File: src/rtl/dispatch_scoreboard_pkg.sv
`default_nettype none
// ============================================================================
// Module      : dispatch_scoreboard_pkg
// Description : Shared core constants, FSM state encoding and sizing helper
//               for the instruction dispatch scoreboard.
// Revision    : 1.0 - initial release
// ============================================================================
package dispatch_scoreboard_pkg;

    // Width of the commit ID shared with the commit stage.
    localparam int COMMIT_ID_WIDTH   = 4;

    // Channel register file addressing.
    localparam int CH_ADDR_W         = 4;
    localparam int NUM_CH            = 1 << CH_ADDR_W;

    // Default in-flight limit and the matching counter width.
    localparam int MAX_IN_FLIGHT_DEF = 8;
    localparam int IN_FLIGHT_W       = $clog2(MAX_IN_FLIGHT_DEF + 1);

    // Dispatch sequencing states.
    typedef enum logic [1:0] {
        ST_WAIT_TICK = 2'd0,
        ST_RUN       = 2'd1,
        ST_DRAIN     = 2'd2
    } disp_state_e;

    // Counter width able to hold 0..max inclusive.
    function automatic int in_flight_width(input int max_in_flight);
        return $clog2(max_in_flight + 1);
    endfunction

endpackage : dispatch_scoreboard_pkg
`default_nettype wire

File: src/rtl/dispatch_scoreboard_hazard_check.sv
`default_nettype none
// ============================================================================
// Module      : dispatch_scoreboard_hazard_check
// Description : Flags a dispatch request that touches a channel or the
//               accumulator with a write still outstanding.
// Revision    : 1.0 - initial release
// ============================================================================
module dispatch_scoreboard_hazard_check
    import dispatch_scoreboard_pkg::*;
(
    input  logic [NUM_CH-1:0]    pend_ch,
    input  logic                 pend_acc,
    input  logic [CH_ADDR_W-1:0] src_a,
    input  logic [CH_ADDR_W-1:0] src_b,
    input  logic [CH_ADDR_W-1:0] dest,
    input  logic                 wr_ch,
    input  logic                 rd_acc,
    input  logic                 wr_acc,
    output logic                 hazard
);

    // RAW on either source, WAW on the destination, and any accumulator
    // access while an accumulator write is still outstanding.
    always_comb begin
        hazard = 1'b0;
        if (pend_ch[src_a])                 hazard = 1'b1;
        if (pend_ch[src_b])                 hazard = 1'b1;
        if (wr_ch && pend_ch[dest])         hazard = 1'b1;
        if ((rd_acc || wr_acc) && pend_acc) hazard = 1'b1;
    end

endmodule : dispatch_scoreboard_hazard_check
`default_nettype wire

File: src/rtl/dispatch_scoreboard.sv
`default_nettype none
// ============================================================================
// Module      : dispatch_scoreboard
// Description : In-order dispatch scoreboard. Tracks outstanding channel and
//               accumulator writes, bounds instructions in flight, assigns
//               commit IDs and sequences one program per sample tick.
// Revision    : 1.0 - initial release
// ============================================================================
module dispatch_scoreboard
    import dispatch_scoreboard_pkg::*;
#(
    parameter int MAX_IN_FLIGHT = MAX_IN_FLIGHT_DEF
) (
    input  logic                       clk,
    input  logic                       reset,
    input  logic                       enable,
    input  logic                       sample_tick,
    input  logic                       disp_valid,
    output logic                       disp_ready,
    input  logic [CH_ADDR_W-1:0]       disp_src_a,
    input  logic [CH_ADDR_W-1:0]       disp_src_b,
    input  logic [CH_ADDR_W-1:0]       disp_dest,
    input  logic                       disp_wr_ch,
    input  logic                       disp_rd_acc,
    input  logic                       disp_wr_acc,
    input  logic                       disp_last,
    output logic [COMMIT_ID_WIDTH-1:0] disp_commit_id,
    input  logic                       commit_advance,
    input  logic                       wb_ch_en,
    input  logic [CH_ADDR_W-1:0]       wb_ch_addr,
    input  logic                       wb_acc_en,
    output logic                       frame_done,
    output logic                       overrun
);

    localparam int             IFW        = in_flight_width(MAX_IN_FLIGHT);
    localparam logic [IFW-1:0] MAX_IF     = IFW'(MAX_IN_FLIGHT);
    localparam logic [IFW-1:0] IF_ONE     = IFW'(1);

    disp_state_e                state_q,     state_d;
    logic [COMMIT_ID_WIDTH-1:0] alloc_id_q,  alloc_id_d;
    logic [IFW-1:0]             in_flight_q, in_flight_d;
    logic [NUM_CH-1:0]          pend_ch_q,   pend_ch_d;
    logic                       pend_acc_q,  pend_acc_d;
    logic                       overrun_q,   overrun_d;

    logic hazard;
    logic issue;
    logic drained;

    // Hazards are judged against registered pending bits only, so a
    // writeback this cycle releases the stall one cycle later.
    dispatch_scoreboard_hazard_check u_hazard_check (
        .pend_ch  (pend_ch_q),
        .pend_acc (pend_acc_q),
        .src_a    (disp_src_a),
        .src_b    (disp_src_b),
        .dest     (disp_dest),
        .wr_ch    (disp_wr_ch),
        .rd_acc   (disp_rd_acc),
        .wr_acc   (disp_wr_acc),
        .hazard   (hazard)
    );

    // Dispatch acceptance and handshake outputs.
    always_comb begin
        disp_ready     = (state_q == ST_RUN) && enable && !sample_tick &&
                         (in_flight_q < MAX_IF) && !hazard;
        issue          = disp_valid && disp_ready;
        drained        = (in_flight_q == '0) && (pend_ch_q == '0) && !pend_acc_q;
        disp_commit_id = alloc_id_q;
        overrun        = overrun_q;
    end

    // Tracking state: ID allocation, in-flight count, pending writes, errors.
    always_comb begin
        alloc_id_d  = alloc_id_q;
        in_flight_d = in_flight_q;
        pend_ch_d   = pend_ch_q;
        pend_acc_d  = pend_acc_q;
        overrun_d   = overrun_q;
        if (enable) begin
            if (issue) alloc_id_d = alloc_id_q + 1'b1;

            if (issue && !commit_advance) begin
                in_flight_d = in_flight_q + IF_ONE;
            end else if (!issue && commit_advance) begin
                if (in_flight_q == '0) overrun_d   = 1'b1;
                else                   in_flight_d = in_flight_q - IF_ONE;
            end

            // Clears first so a simultaneous set of the same bit wins.
            if (wb_ch_en)             pend_ch_d[wb_ch_addr] = 1'b0;
            if (wb_acc_en)            pend_acc_d            = 1'b0;
            if (issue && disp_wr_ch)  pend_ch_d[disp_dest]  = 1'b1;
            if (issue && disp_wr_acc) pend_acc_d            = 1'b1;

            // A new sample arriving before the program has drained is lost.
            if (sample_tick && (state_q != ST_WAIT_TICK)) overrun_d = 1'b1;
        end
    end

    // Frame sequencing: wait for a sample, dispatch a program, drain it.
    always_comb begin
        state_d    = state_q;
        frame_done = 1'b0;
        if (enable) begin
            case (state_q)
                ST_WAIT_TICK: begin
                    if (sample_tick) state_d = ST_RUN;
                end
                ST_RUN: begin
                    if (!sample_tick && issue && disp_last) state_d = ST_DRAIN;
                end
                ST_DRAIN: begin
                    if (!sample_tick && drained) begin
                        state_d    = ST_WAIT_TICK;
                        frame_done = 1'b1;
                    end
                end
                default: state_d = ST_WAIT_TICK;
            endcase
        end
    end

    // State registers; alloc_id is never cleared between frames so it stays
    // aligned with the commit stage, which shares this reset.
    always_ff @(posedge clk or posedge reset) begin
        if (reset) begin
            state_q     <= ST_WAIT_TICK;
            alloc_id_q  <= '0;
            in_flight_q <= '0;
            pend_ch_q   <= '0;
            pend_acc_q  <= 1'b0;
            overrun_q   <= 1'b0;
        end else begin
            state_q     <= state_d;
            alloc_id_q  <= alloc_id_d;
            in_flight_q <= in_flight_d;
            pend_ch_q   <= pend_ch_d;
            pend_acc_q  <= pend_acc_d;
            overrun_q   <= overrun_d;
        end
    end

endmodule : dispatch_scoreboard
`default_nettype wire

File: config.mk
export PLATFORM = sky130hd
export DESIGN_NAME = dispatch_scoreboard
export DESIGN_NICKNAME = d
export VERILOG_FILES = /design/src/rtl/dispatch_scoreboard_pkg.sv /design/src/rtl/dispatch_scoreboard_hazard_check.sv /design/src/rtl/dispatch_scoreboard.sv
export SDC_FILE = /design/constraint.sdc
export NUM_CORES = 1
export LEC_CHECK = 0
export ABC_CLOCK_PERIOD_IN_PS = 3800
export CAP_MARGIN = 20
export CORE_MARGIN = 4
export CORE_UTILIZATION = 52
export CTS_CLUSTER_SIZE = 25
export DETAILED_ROUTE_END_ITERATION = 16
export GPL_ROUTABILITY_DRIVEN = 1
export GPL_TIMING_DRIVEN = 0
export PLACE_DENSITY = 0.79
export SKIP_CTS_REPAIR_TIMING = 1
export SLEW_MARGIN = 20
export SYNTH_ARGS = -nofsm -noshare
export SYNTH_HDL_FRONTEND = slang
export SYNTH_SLANG_ARGS = --single-unit
File: constraint.sdc
create_clock -name clk -period 3.8 [get_ports clk]
set_clock_uncertainty 0.15 [all_clocks]
set_input_delay 0.76 -clock clk [delete_from_list [all_inputs] [get_ports clk]]
set_output_delay 0.76 -clock clk [all_outputs]
set_load 0.005 [all_outputs]
==> results of run 1 <==
==> worst min path at each step <==
stage                        end  slack, ns
2_1_floorplan            overrun       0.30
3_3_place_gp             overrun       0.29
3_5_place_dp             overrun       0.31
4_1_cts        disp_commit_id[3]       0.33
5_1_grt                  overrun       0.36
6_report       disp_commit_id[3]       0.33
==> logic make-up (layout without fill, tap and decap cells) <==
group	count (synthesis)	after routing	share of synthesized area, %
xor gates and xnor gates	7	7	3.19
DFF	28	28	36.4
AOI/OAI and AO/OA	52	52	18.3
and+or+nand+nor	57	57	18.9
adders and majority gates	6	6	4.29
muxes	18	18	15.9
buffers and inverters	11	50	2.99
==> state kept, by name, indices dropped and copies added, names as in the netlist <==
name and flops:
pend_acc_q 1, overrun 1, disp_commit_id 4, pend_ch_q 16
in_flight_q 4, state_q 2
==> through the flow <==
stage | cells | setup WS [ns] | utilization (%) | instance area, µm²
6_report | 264 | 0.183 | 70.5 | 2430
4_1_cts | 260 | -0.517 | 68.1 | 2340
5_1_grt | 264 | 0.000181 | 70.5 | 2430
3_3_place_gp | 257 | -0.580 | 66.9 | 2300
2_1_floorplan | 179 | 0.106 | - | 1920
3_5_place_dp | 257 | -0.662 | 66.9 | 2300
==> layout by cell type, fill, tap and decap left out, types with 5 or more instances in the layout <==
cell type | Yosys | final
nand3_1 | 7 | 7
buf_4 | 0 | 5
nor4_1 | 5 | 5
dlymetal6s2s_1 | 0 | 6
o31ai_1 | 5 | 5
mux4_2 | 8 | 8
clkdlybuf4s50_1 | 0 | 26
nand3b_1 | 6 | 6
o21ai_0 | 29 | 29
nand2_1 | 11 | 11
dfrtp_1 | 28 | 28
mux2_2 | 7 | 7
nor2_1 | 7 | 7
==> metal layers <==
metal	GRT usage, %	share of wire, %
met5	0	0
met4	7.06	0.98
met3	5.83	8.7
met2	38.3	50
met1	32.1	41
==> power groups by stage <==
stage | sequential [mW] | clock (mW) | combinational [mW]
after global placement | 0.407 | 0 | 0.280
after detailed placement | 0.411 | 0 | 0.294
after floorplan | 0.397 | 0 | 0.184
after CTS | 0.406 | 0.164 | 0.296
after global routing | 0.416 | 0.179 | 0.339
final | 0.406 | 0.159 | 0.311
==> final cells by class <==
class                      count  share of cell area (%)
timing repair buffer          37                    15.4
multi-input combinational    140                    49.2
sequential                    28                    28.9
clock buffer                   3                    1.70
buffer                         5                    1.75
inverter                       5                   0.773
tap                           46                    2.37
==> impl_metrics.csv, run 1 <==
group,metric,value,unit
finish,drive_gt1_share,21.1,%
sta,max_slew_margin,50.9,%
worst_hold_path,worstHoldStart,"disp_commit_id[3]",
grt,grt_first_pass_wirelength,8090,µm
power_and_ir_drop,ir_drop,0.398,mV
logic_synthesis,synth.yosys.seq_area_share,36.4,%
floorplanning,rows,21,
critical_path,reg2reg_from,"pend_ch_q[7]",
power_and_ir_drop,power.share.clock,18.2,%
clocking,cts_sinks,28,
critical_path,critPathMaxFanout,10,
grt,grt_max_degree,29,
power_and_ir_drop,power_frac_seq,46.4,%
grt,grt_antenna_before_repair,0,
floorplanning,core_area,3440,µm²
worst_hold_path,hold_class,"flip-flop to flip-flop",
drt,drc,0,
sta,final.setup.tns,0,ns
critical_path,rr_worst_depth,12,
critical_path,setup.worst_path.end,"in_flight_q[3]",
power_and_ir_drop,powerDensity,361,nW/µm²
placement,portBuffers,32,
sta,finalCritPeriodShare,95.2,%
drt,drt_iter0_drc,143,
grt,grt_pass1_vias,1649,
floorplanning,die_h,68.8,µm
clocking,clk_path_buf_depth,2,
logic_synthesis,syn_area,1920,µm²
drt,viasPerCell,6.33,
drt,wl,5120,µm
critical_path,critical_path_buf_inv_count,3,
logic_synthesis,syn_nets,213,
placement,gp_congestion,0.922,
clocking,h-tree-depth,1,
sta,hold_viol,0,
logic_synthesis,synthFlopType,"dfrtp_1",
grt,grt_usage,23.9,%
drt,via_count,1670,
floorplanning,die_area,4740,µm²
drt,firstDrtPassIters,4,
grt,overflow,0,
critical_path,crit_slowest_cell,"clkdlybuf4s50_1",
critical_path,path_cells,"clkdlybuf4s50_1, buf_6, and3_1, a22oi_2, nand4_4, nor4_4, ha_2, inv_1, ha_1, a21o_1, a21oi_2, xnor2_1, nor2_1, xor2_1",
logic_synthesis,synthArstFlopShare,100,%
logic_synthesis,synth_cell_type_count,45,
critical_path,end_kind,"flip-flop",
clocking,cts-root-buf,"clkbuf_8",
logic_synthesis,yosys.cell_count.top_type,"o21ai_0",
clocking,clk_pin_slew,0.09,ns
power_and_ir_drop,leakagePower,1.05,nW
power_and_ir_drop,total_power,0.876,mW
finish,fin_nets,254,
placement,place_hpwl,3900,µm
sta,final_max_slew_viol_count,0,
critical_path,crit_arrival,3.63,ns
critical_path,crit_path_start_kind,"input port",
sta,worst_pin_slew,0.728,ns
finish,multiInputGateArea,1190,µm²
power_and_ir_drop,intPower,0.595,mW
logic_synthesis,yosys.area.top_type,"dfrtp_1",
power_and_ir_drop,netSwitchingFraction,32.1,%
floorplanning,start_util,55.9,%
power_and_ir_drop,power_frac_comb,35.5,%
critical_path,cpPeakStageDelay,0.45,ns
finish,regArea,701,µm²
logic_synthesis,netlist_top_cells_area,"dfrtp_1 36%, mux4_2 9.4%, o21ai_0 7.5%, mux2_2 4.1%, ha_1 3.3%",
drt,drtAntennaViolNets,0,
logic_synthesis,synth_seq_cells,28,
critical_path,path_class,"input port to flip-flop",
drt,wl_per_cell,19.4,µm
critical_path,r2r_end,"in_flight_q[3]",
sta,rsz0062_at_grt,"false",
logic_synthesis,avgSynthCellArea,10.8,µm²
floorplanning,pin_count,35,
critical_path,r2r_setup_slack,0.48,ns
logic_synthesis,synth_edf_count,0,
sta,whs,0.329,ns
clocking,cts_tree,"done",
critical_path,path_delay_family,"simple AND/OR/NAND/NOR gates",
status,status,"finished, final reports clean",
floorplanning,chipWidth,68.8,µm
finish,area_growth,26.1,%
logic_synthesis,synth_top_area_share,36.4,%
critical_path,setup.worst_path.start,"disp_dest[3]",
job,cap_violations,0,
logic_synthesis,ys_top_cells_by_count,"29 x o21ai_0, 28 x dfrtp_1, 11 x nand2_1",
finish,fill_cells,271,
worst_hold_path,hold-path-cell-count,1,
sta,fin_crit,3.62,ns
power_and_ir_drop,p_sw,0.281,mW
critical_path,crit_cells,14,
sta,finalSetupViolCount,0,
logic_synthesis,syn_inst,179,
clocking,cts_inserted_buffers,3,
critical_path,critical_path_required,3.81,ns
logic_synthesis,yosys_warnings,0,
finish,antenna_cells,0,
clocking,insertion_delay,0.27,ns
sta,clock.fmax,276,MHz
No activity file was read; power rests on OpenSTA's default activity.
==> run 2: changes to the inputs <==
CTS_BUF_LIST = sky130_fd_sc_hd__clkbuf_16   (was not set)
GPL_TIMING_DRIVEN = 1   (was 0)
==> impl_metrics.csv, run 2 (synthesis gave the netlist of run 1 again) <==
group,metric,value,unit
clocking,cts_inserted_buffers,3,
sta,whs,0.318,ns
drt,firstDrtPassIters,4,
sta,worst_pin_slew,0.724,ns
sta,max_slew_margin,51.3,%
grt,overflow,0,
grt,grt_pass1_vias,1794,
placement,pre_cts_ws,-0.487,ns
floorplanning,rows,21,
finish,fill_cells,224,
power_and_ir_drop,ir_drop,0.381,mV
clocking,cts_sinks,28,
critical_path,critPathMaxFanout,6,
floorplanning,pin_count,35,
drt,via_count,1741,
grt,grt_antenna_before_repair,0,
placement,portBuffers,34,
status,status,"finished, final reports clean",
critical_path,cpPeakStageDelay,0.49,ns
finish,mostFrequentLayoutCells,"29 x o21ai_0, 28 x dfrtp_1, 25 x clkdlybuf4s50_1, 17 x buf_4, 11 x nand2_1",
critical_path,critical_path_required,3.79,ns
placement,gp_congestion,0.903,
placement,place_area,2420,µm²
grt,grt_usage,25.6,%
clocking,clk_pin_slew,0.07,ns
worst_hold_path,worstHoldStart,"disp_commit_id[3]",
sta,final_max_slew_viol_count,0,
job,cap_violations,0,
finish,largest_reg_flops,16,
clocking,cts_tree,"done",
critical_path,path_cells,"clkdlybuf4s50_1, and3b_1, a22oi_2, nand4_4, nor4_4, ha_2, inv_1, ha_1, a21o_1, a21oi_2, xnor2_1, nor2_1, xor2_1",
finish,fin_util,75.9,%
sta,finalCritPeriodShare,94.9,%
critical_path,end_kind,"flip-flop",
grt,grt_max_degree,29,
finish,antenna_cells,0,
floorplanning,die_area,4740,µm²
drt,wl,5420,µm
floorplanning,start_util,55.9,%
power_and_ir_drop,powerDensity,377,nW/µm²
floorplanning,die_h,68.8,µm
sta,fin_ws,0.193,ns
critical_path,crit_slowest_cell,"clkdlybuf4s50_1",
drt,viasPerCell,6.33,
critical_path,r2r_setup_slack,0.52,ns
sta,clock.fmax,277,MHz
critical_path,critical_path_buf_inv_count,2,
drt,drt_iter0_drc,149,
finish,top_register,"pend_ch_q",
sta,rsz0062_at_grt,"false",
critical_path,path_delay_family,"simple AND/OR/NAND/NOR gates",
drt,drtAntennaViolNets,0,
placement,place_hpwl,4060,µm
clocking,insertion_delay,0.26,ns
critical_path,crit_arrival,3.60,ns
power_and_ir_drop,leakagePower,1.15,nW
finish,layout_commonest_cell,"o21ai_0",
critical_path,setup.worst_path.start,"disp_wr_ch",
finish,area_growth,35.7,%
clocking,h-tree-depth,1,
sta,hold_viol,0,
critical_path,crit_path_start_kind,"input port",
sta,finalSetupViolCount,0,
floorplanning,chipWidth,68.8,µm
critical_path,reg2reg_from,"pend_ch_q[13]",
drt,drc,0,
grt,grt_first_pass_wirelength,8830,µm
finish,multiInputGateArea,1250,µm²
finish,regArea,701,µm²
clocking,cts-root-buf,"clkbuf_16",
sta,fin_crit,3.61,ns
critical_path,path_class,"input port to flip-flop",
finish,final_area,2610,µm²
finish,drive_gt1_share,26.2,%
floorplanning,core_area,3440,µm²
clocking,clk_path_buf_depth,2,
worst_hold_path,hold_class,"flip-flop to flip-flop",
drt,wl_per_cell,19.7,µm
finish,fin_nets,265,
## run 2: power breakdown
part           total, mW  switching [mW]  internal [mW]  leakage (nW)
Clock              0.234          0.0946          0.140        0.0370
Combinational      0.342           0.146          0.196         0.747
Sequential         0.409          0.0609          0.348         0.366
Total              0.985           0.301          0.683          1.15
## run 2: cell type report
| class | count | area share [%] |
|---|---|---|
| flip-flops and latches | 28 | 26.8 |
| inverters | 5 | 0.719 |
| multi-input cells | 140 | 47.7 |
| clock buffers | 3 | 2.87 |
| well taps | 46 | 2.20 |
| repair buffers | 53 | 19.6 |
## run 2: through the flow
stage | setup TNS [ns] | power, mW | cells
after CTS | -0.740 | 0.971 | 274
after global routing | 0 | 1.05 | 275
after floorplan | 0 | 0.581 | 179
final | 0 | 0.985 | 275
after detailed placement | -1.77 | 0.733 | 271
after global placement | -1.18 | 0.711 | 271
## run 2: final timing paths
path | endpoint | cells after the start
worst max-delay path | in_flight_q[3] | 13
worst min-delay path | disp_commit_id[3] | 1
worst max register to register | in_flight_q[3] | 12
worst min register to register | disp_commit_id[3] | 1
max in group asynchronous | pend_ch_q[1] | 2
min in group asynchronous | in_flight_q[3] | 2
## run 2: layer usage
layer / vias to the layer above / GRT usage (%) / share of wire, %
met5: - / 0 / 0
met4: 0 / 10.7 / 1.4
met3: 8 / 4.70 / 7.0
met2: 70 / 40.9 / 51
met1: 867 / 34.1 / 41
li1: 796 / - / -
==> run 3: changes to the inputs <==
CTS_CLUSTER_DIAMETER = 30   (was not set)
CTS_CLUSTER_SIZE = not set   (was 25)
==> results of run 3 <==
Final layout, timing and power as in run 2 (identical DEF).
==> RTL edit 1 (flow settings as in run 1) <==
Change the package constant `MAX_IN_FLIGHT_DEF` from 8 to 4.
--- a/src/rtl/dispatch_scoreboard_pkg.sv
+++ b/src/rtl/dispatch_scoreboard_pkg.sv
@@ -16,5 +16,5 @@
 
     // Default in-flight limit and the matching counter width.
-    localparam int MAX_IN_FLIGHT_DEF = 8;
+    localparam int MAX_IN_FLIGHT_DEF = 4;
     localparam int IN_FLIGHT_W       = $clog2(MAX_IN_FLIGHT_DEF + 1);
 
Function: changed (a bounded check fails within 10 cycles, from zero or initial values and one cycle with reset high).
==> RTL edit 1 against run 1 <==
  * Total power shrank 10%
  * Non-clock buffer count is the same
  * Combinational power shrank 16%
  * Area after synthesis down 7.3%
  * Setup slack lost 0.093 ns
  * Hold slack improved by 0.0098 ns
  * Sequential cell count down 1
  * Routed wire length down 7.5%
  * Cell area shrank 6.3%
  * Critical endpoint is now in_flight_q[1]
  * Largest cell class unchanged
==> RTL edit 1: results (changes against run 1) <==
[routing]
met3WireLength_um=403  ; -9.0%
dr.pass1.iters=5  ; +1
dr_wl_met2_um=2276  ; -10%
drt_iter0_markers=175  ; +22%
routedLengthMet1_um=1918  ; -7.9%
drt-total-wl_um=4734  ; -7.5%
vias_per_cell=6.418  ; +1.5%
top_layer=met4
drc=0  ; unchanged

[place]
numPortBuffers=33  ; +3.1%
routabilityCongestion=0.9502  ; +3.1%
dp_hpwl_um=3579  ; -8.2%
placed_cell_area_um2=2172  ; -5.7%

[synth]
synth-seq-area-share_pct=37.87  ; +1.5 points
synth.top_cells.by_area=dfrtp_1, o21ai_0, mux4_2
synthTopCellsByCount=o21ai_0, dfrtp_1, nand2_1
synthArstFlopShare_pct=100.0  ; unchanged
yosys_warnings=0  ; unchanged
ys_types=43  ; -4.4%
synth-main-ff-cell=dfrtp_1
mappedNetlistNets=200  ; -6.1%

[clock_network]
cts_root_buf=clkbuf_4
path_clk_slew_ns=0.16  ; +0.07 ns
cts_buffers=3  ; unchanged
cts-htree-levels=1  ; unchanged
clk_path_buf_depth=2  ; unchanged
worstSkewPairLatency_ns=0.34  ; +0.07 ns

[hold_path]
hp-class=register to register
hp-start=overrun

[final_layout]
nets=243  ; -4.3%
drive_above_1_share_pct=15.24  ; -5.9 points
fillers=263  ; -3.0%
largest_register=pend_ch_q
largest_reg_flops=16  ; unchanged
antenna_cells=0  ; unchanged

[setup_path]
crit_path_start=disp_dest[1]
critPathMaxFanout=10  ; unchanged
worstPathArrival_ns=3.81  ; +0.18 ns
r2r-start=pend_ch_q[9]
critPathLaunchType=input pin
rrSetupSlack_ns=0.48  ; about the same

[grt]
antenna_found_initial=0  ; unchanged
grt_pass1_wl_um=7879  ; -2.6%
grt_max_degree=28  ; -3.4%
grt_pass1_vias=1617  ; -1.9%
grt.total_usage_pct=23.58  ; -0.29 points

[status]
outcome=finished, final reports clean

[timing]
timing.hold.ws_ns=0.3390  ; +0.009763 ns
slew_headroom_pct=61.83  ; +11 points

[power]
ir_worst_vdd_v=0.0002040  ; -49%
p_switching_uw=258.0  ; -8.2%
power.leakage_uw=0.0009995  ; -4.6%

-- RTL edit 1: final cells by class --
cell class                 instances  area (µm²)  area share [%]
multi-input combinational        131        1069           47.00
sequential                        27       675.6           29.72
timing repair buffer              38       382.9           16.84
tap                               46       57.56           2.532
buffer                             4       33.78           1.486
inverter                           6       25.02           1.101
clock buffer                       3       22.52          0.9906
clock inverter                     1       7.507          0.3302
-- RTL edit 1: final timing paths --
kind                            cells after the start              to
worst max-delay path                               13  in_flight_q[1]
worst min-delay path                                1         overrun
worst max register to register                     11  in_flight_q[1]
worst min register to register                      1         overrun
max in group asynchronous                           2   pend_ch_q[12]
min in group asynchronous                           2    pend_ch_q[0]
-- RTL edit 1: kinds of logic after synthesis --
logic type | count (synthesis) | share of synthesized area (%)
AO/OA/AOI/OAI | 49 | 16.34
XOR/XNOR | 6 | 2.945
adder cells (fa/ha/maj) | 4 | 3.226
buffers and inverters | 10 | 3.296
flip-flops | 27 | 37.87
multiplexers | 20 | 17.95
AND/OR/NAND/NOR | 52 | 18.37
-- RTL edit 1: stage by stage --
stage | total power (µW) | worst slack (ns) | std cells | TNS, ns | utilization [%]
after global placement | 630.2 | -0.5480 | 247 | -1.758 | 65.09
after floorplan | 525.5 | 0.1968 | 168 | 0 | -
after detailed placement | 646.7 | -0.6863 | 247 | -2.356 | 65.09
after global routing | 843.5 | -0.02839 | 256 | -0.05296 | 68.13
final | 786.7 | 0.08933 | 256 | 0 | 68.13
after CTS | 776.1 | -0.4563 | 251 | -1.050 | 65.99
-- RTL edit 1: worst max-delay path, stage by stage --
cell             delay (ns)
clkdlybuf4s50_1        0.49
buf_4                  0.19
nor2b_1                0.06
a2111oi_1              0.32
and4b_1                0.27
nor4_4                 0.31
buf_4                  0.17
and2_1                 0.13
buf_6                  0.14
inv_4                  0.05
ha_1                   0.28
nor3b_2                0.27
mux2_2                 0.37
-- RTL edit 1: power by group through the flow --
stage,clock [µW],sequential [µW],combinational [µW]
finish,132,392,262
global route,149,402,293
CTS,133,392,251
detailed placement,0,397,249
global placement,0,394,237
floorplan,0,384,142
-- RTL edit 1: per-layer routing --
layer | track usage (%) | vias to the layer above
met5 | 0 | -
met2 | 38.24 | 114
li1 | - | 741
met3 | 4.384 | 19
met4 | 10.91 | 0
met1 | 30.34 | 769
==> RTL edit 2 (flow settings as in run 1) <==
Made on the original files. The 3 states of `disp_state_e` get a one-hot encoding in 3 bits.
--- a/src/rtl/dispatch_scoreboard_pkg.sv
+++ b/src/rtl/dispatch_scoreboard_pkg.sv
@@ -20,8 +20,8 @@
 
     // Dispatch sequencing states.
-    typedef enum logic [1:0] {
-        ST_WAIT_TICK = 2'd0,
-        ST_RUN       = 2'd1,
-        ST_DRAIN     = 2'd2
+    typedef enum logic [2:0] {
+        ST_WAIT_TICK = 3'b001,
+        ST_RUN       = 3'b010,
+        ST_DRAIN     = 3'b100
     } disp_state_e;
 
Function: no difference found for any inputs over 4 cycles, from zero or initial values and one cycle with reset high; so few cycles prove little.
==> RTL edit 2 against run 1 <==
  * Area after synthesis grew 7.3%
  * Register-to-register slack lost 0.02 ns
  * Cell area up 6.4%
  * Total power is 15% higher
  * Synthesized cell count rose by 18%
  * Clock power increased by 58%
  * Routed wire length rose by 3.6%
  * Non-clock buffer count down 3
  * Sequential cell count increased by 1
  * Setup slack worse by 0.10 ns
  * Maximum frequency fell by 2.7%
  * Largest power group unchanged
  * Highest routed layer unchanged
==> RTL edit 2: results (changes against run 1) <==
[synth]
synth.top_cells.by_area=dfrtp_1, o21ai_0, mux4_2
synth-compound-area-share_pct=15.03  ; -3.3 points
synth-seq-area-share_pct=35.21  ; -1.2 points
synth_cells=211  ; +18%
ys_types=53  ; +18%
synth_adder_area_share_pct=4.000  ; -0.29 points
mappedNetlistNets=245  ; +15%
synthXorXnorAreaFrac_pct=2.970  ; -0.22 points

[power]
powerSeq_uw=440  ; +8.4%
p_switching_uw=327.4  ; +16%
power.leakage_uw=0.001085  ; +3.5%
power_frac_comb_pct=31.3  ; -4.2 points

[clock_network]
path_clk_slew_ns=0.06  ; -0.03 ns
clk_path_buf_depth=2  ; unchanged
cts_buffers=5  ; +2
cts-htree-levels=2  ; +1
cts_sinks=29  ; +3.6%
worstSkewPairLatency_ns=0.29  ; +0.02 ns

[grt]
grt.total_usage_pct=21.15  ; -2.7 points
grt_use_met2_pct=30.79  ; -7.5 points
grt_pass1_vias=1696  ; +2.9%
globalRouteMet1Util_pct=28.28  ; -3.9 points
grt_max_degree=30  ; +3.4%
use_met3_pct=5.540  ; -0.29 points

[routing]
dr_wl_met2_um=2459  ; -3.2%
drt_iter0_markers=120  ; -16%
vias_per_cell=6.130  ; -3.1%
met3WireLength_um=386  ; -13%
routedLengthMet1_um=2342  ; +12%
drt-total-wl_um=5300  ; +3.6%

[final_layout]
nets=284  ; +12%
clockNetworkAreaShare_pct=3.149  ; +1.4 points
multi_input_gates=168  ; +20%
buffer_area_share_pct=14.92  ; -2.2 points
clkbuf_count=7  ; +4
n_all_buffers=39  ; -7.1%
nonClockInverterCount=7  ; +2
drive_above_1_share_pct=17.93  ; -3.2 points
final_cells=299  ; +13%
seq_share_pct=28.15  ; -0.72 points
multiInputGateArea_um2=1303  ; +9.1%

[place]
dp_hpwl_um=3884  ; -0.44%
dp_cells=289  ; +12%
placed_cell_area_um2=2425  ; +5.3%
routabilityCongestion=0.9274  ; +0.59%
place_ws_ns=-0.5090  ; +0.1533 ns
numPortBuffers=30  ; -6.3%

[setup_path]
critPathMaxFanout=4  ; -6
slowest_delay_ns=0.49  ; +0.04 ns
worstPathArrival_ns=2.81  ; -0.82 ns

[die]
core_um2=3744  ; +8.8%

[status]
outcome=finished, final reports clean

## RTL edit 2: final timing paths
| path | startpoint | endpoint | slack [ns] | depth (start not counted) |
|---|---|---|---|---|
| worst max-delay path | disp_wr_acc | disp_ready | 0.08 | 8 |
| worst max register to register | pend_ch_q[6] | in_flight_q[3] | 0.46 | 13 |
| worst min-delay path | overrun | overrun | 0.31 | 1 |
| worst min register to register | overrun | overrun | 0.31 | 1 |
| min in group asynchronous | reset | pend_ch_q[15] | 0.72 | 2 |
| max in group asynchronous | reset | state_q[2] | 2.37 | 2 |
## RTL edit 2: critical path, delay by kind of cell
| kind | cells | cell delay, ns |
|---|---|---|
| AO/OA/AOI/OAI | 1 | 0.13 |
| AND/OR/NAND/NOR | 3 | 0.75 |
| buffers and inverters | 4 | 1.17 |
## RTL edit 2: stage by stage
step / power, µW / utilization [%]
after floorplan: 634.2 / -
after global placement: 740.2 / 64.77
after detailed placement: 748.4 / 64.77
after CTS: 998.2 / 66.95
after global routing: 1068 / 68.98
final: 1007 / 68.98
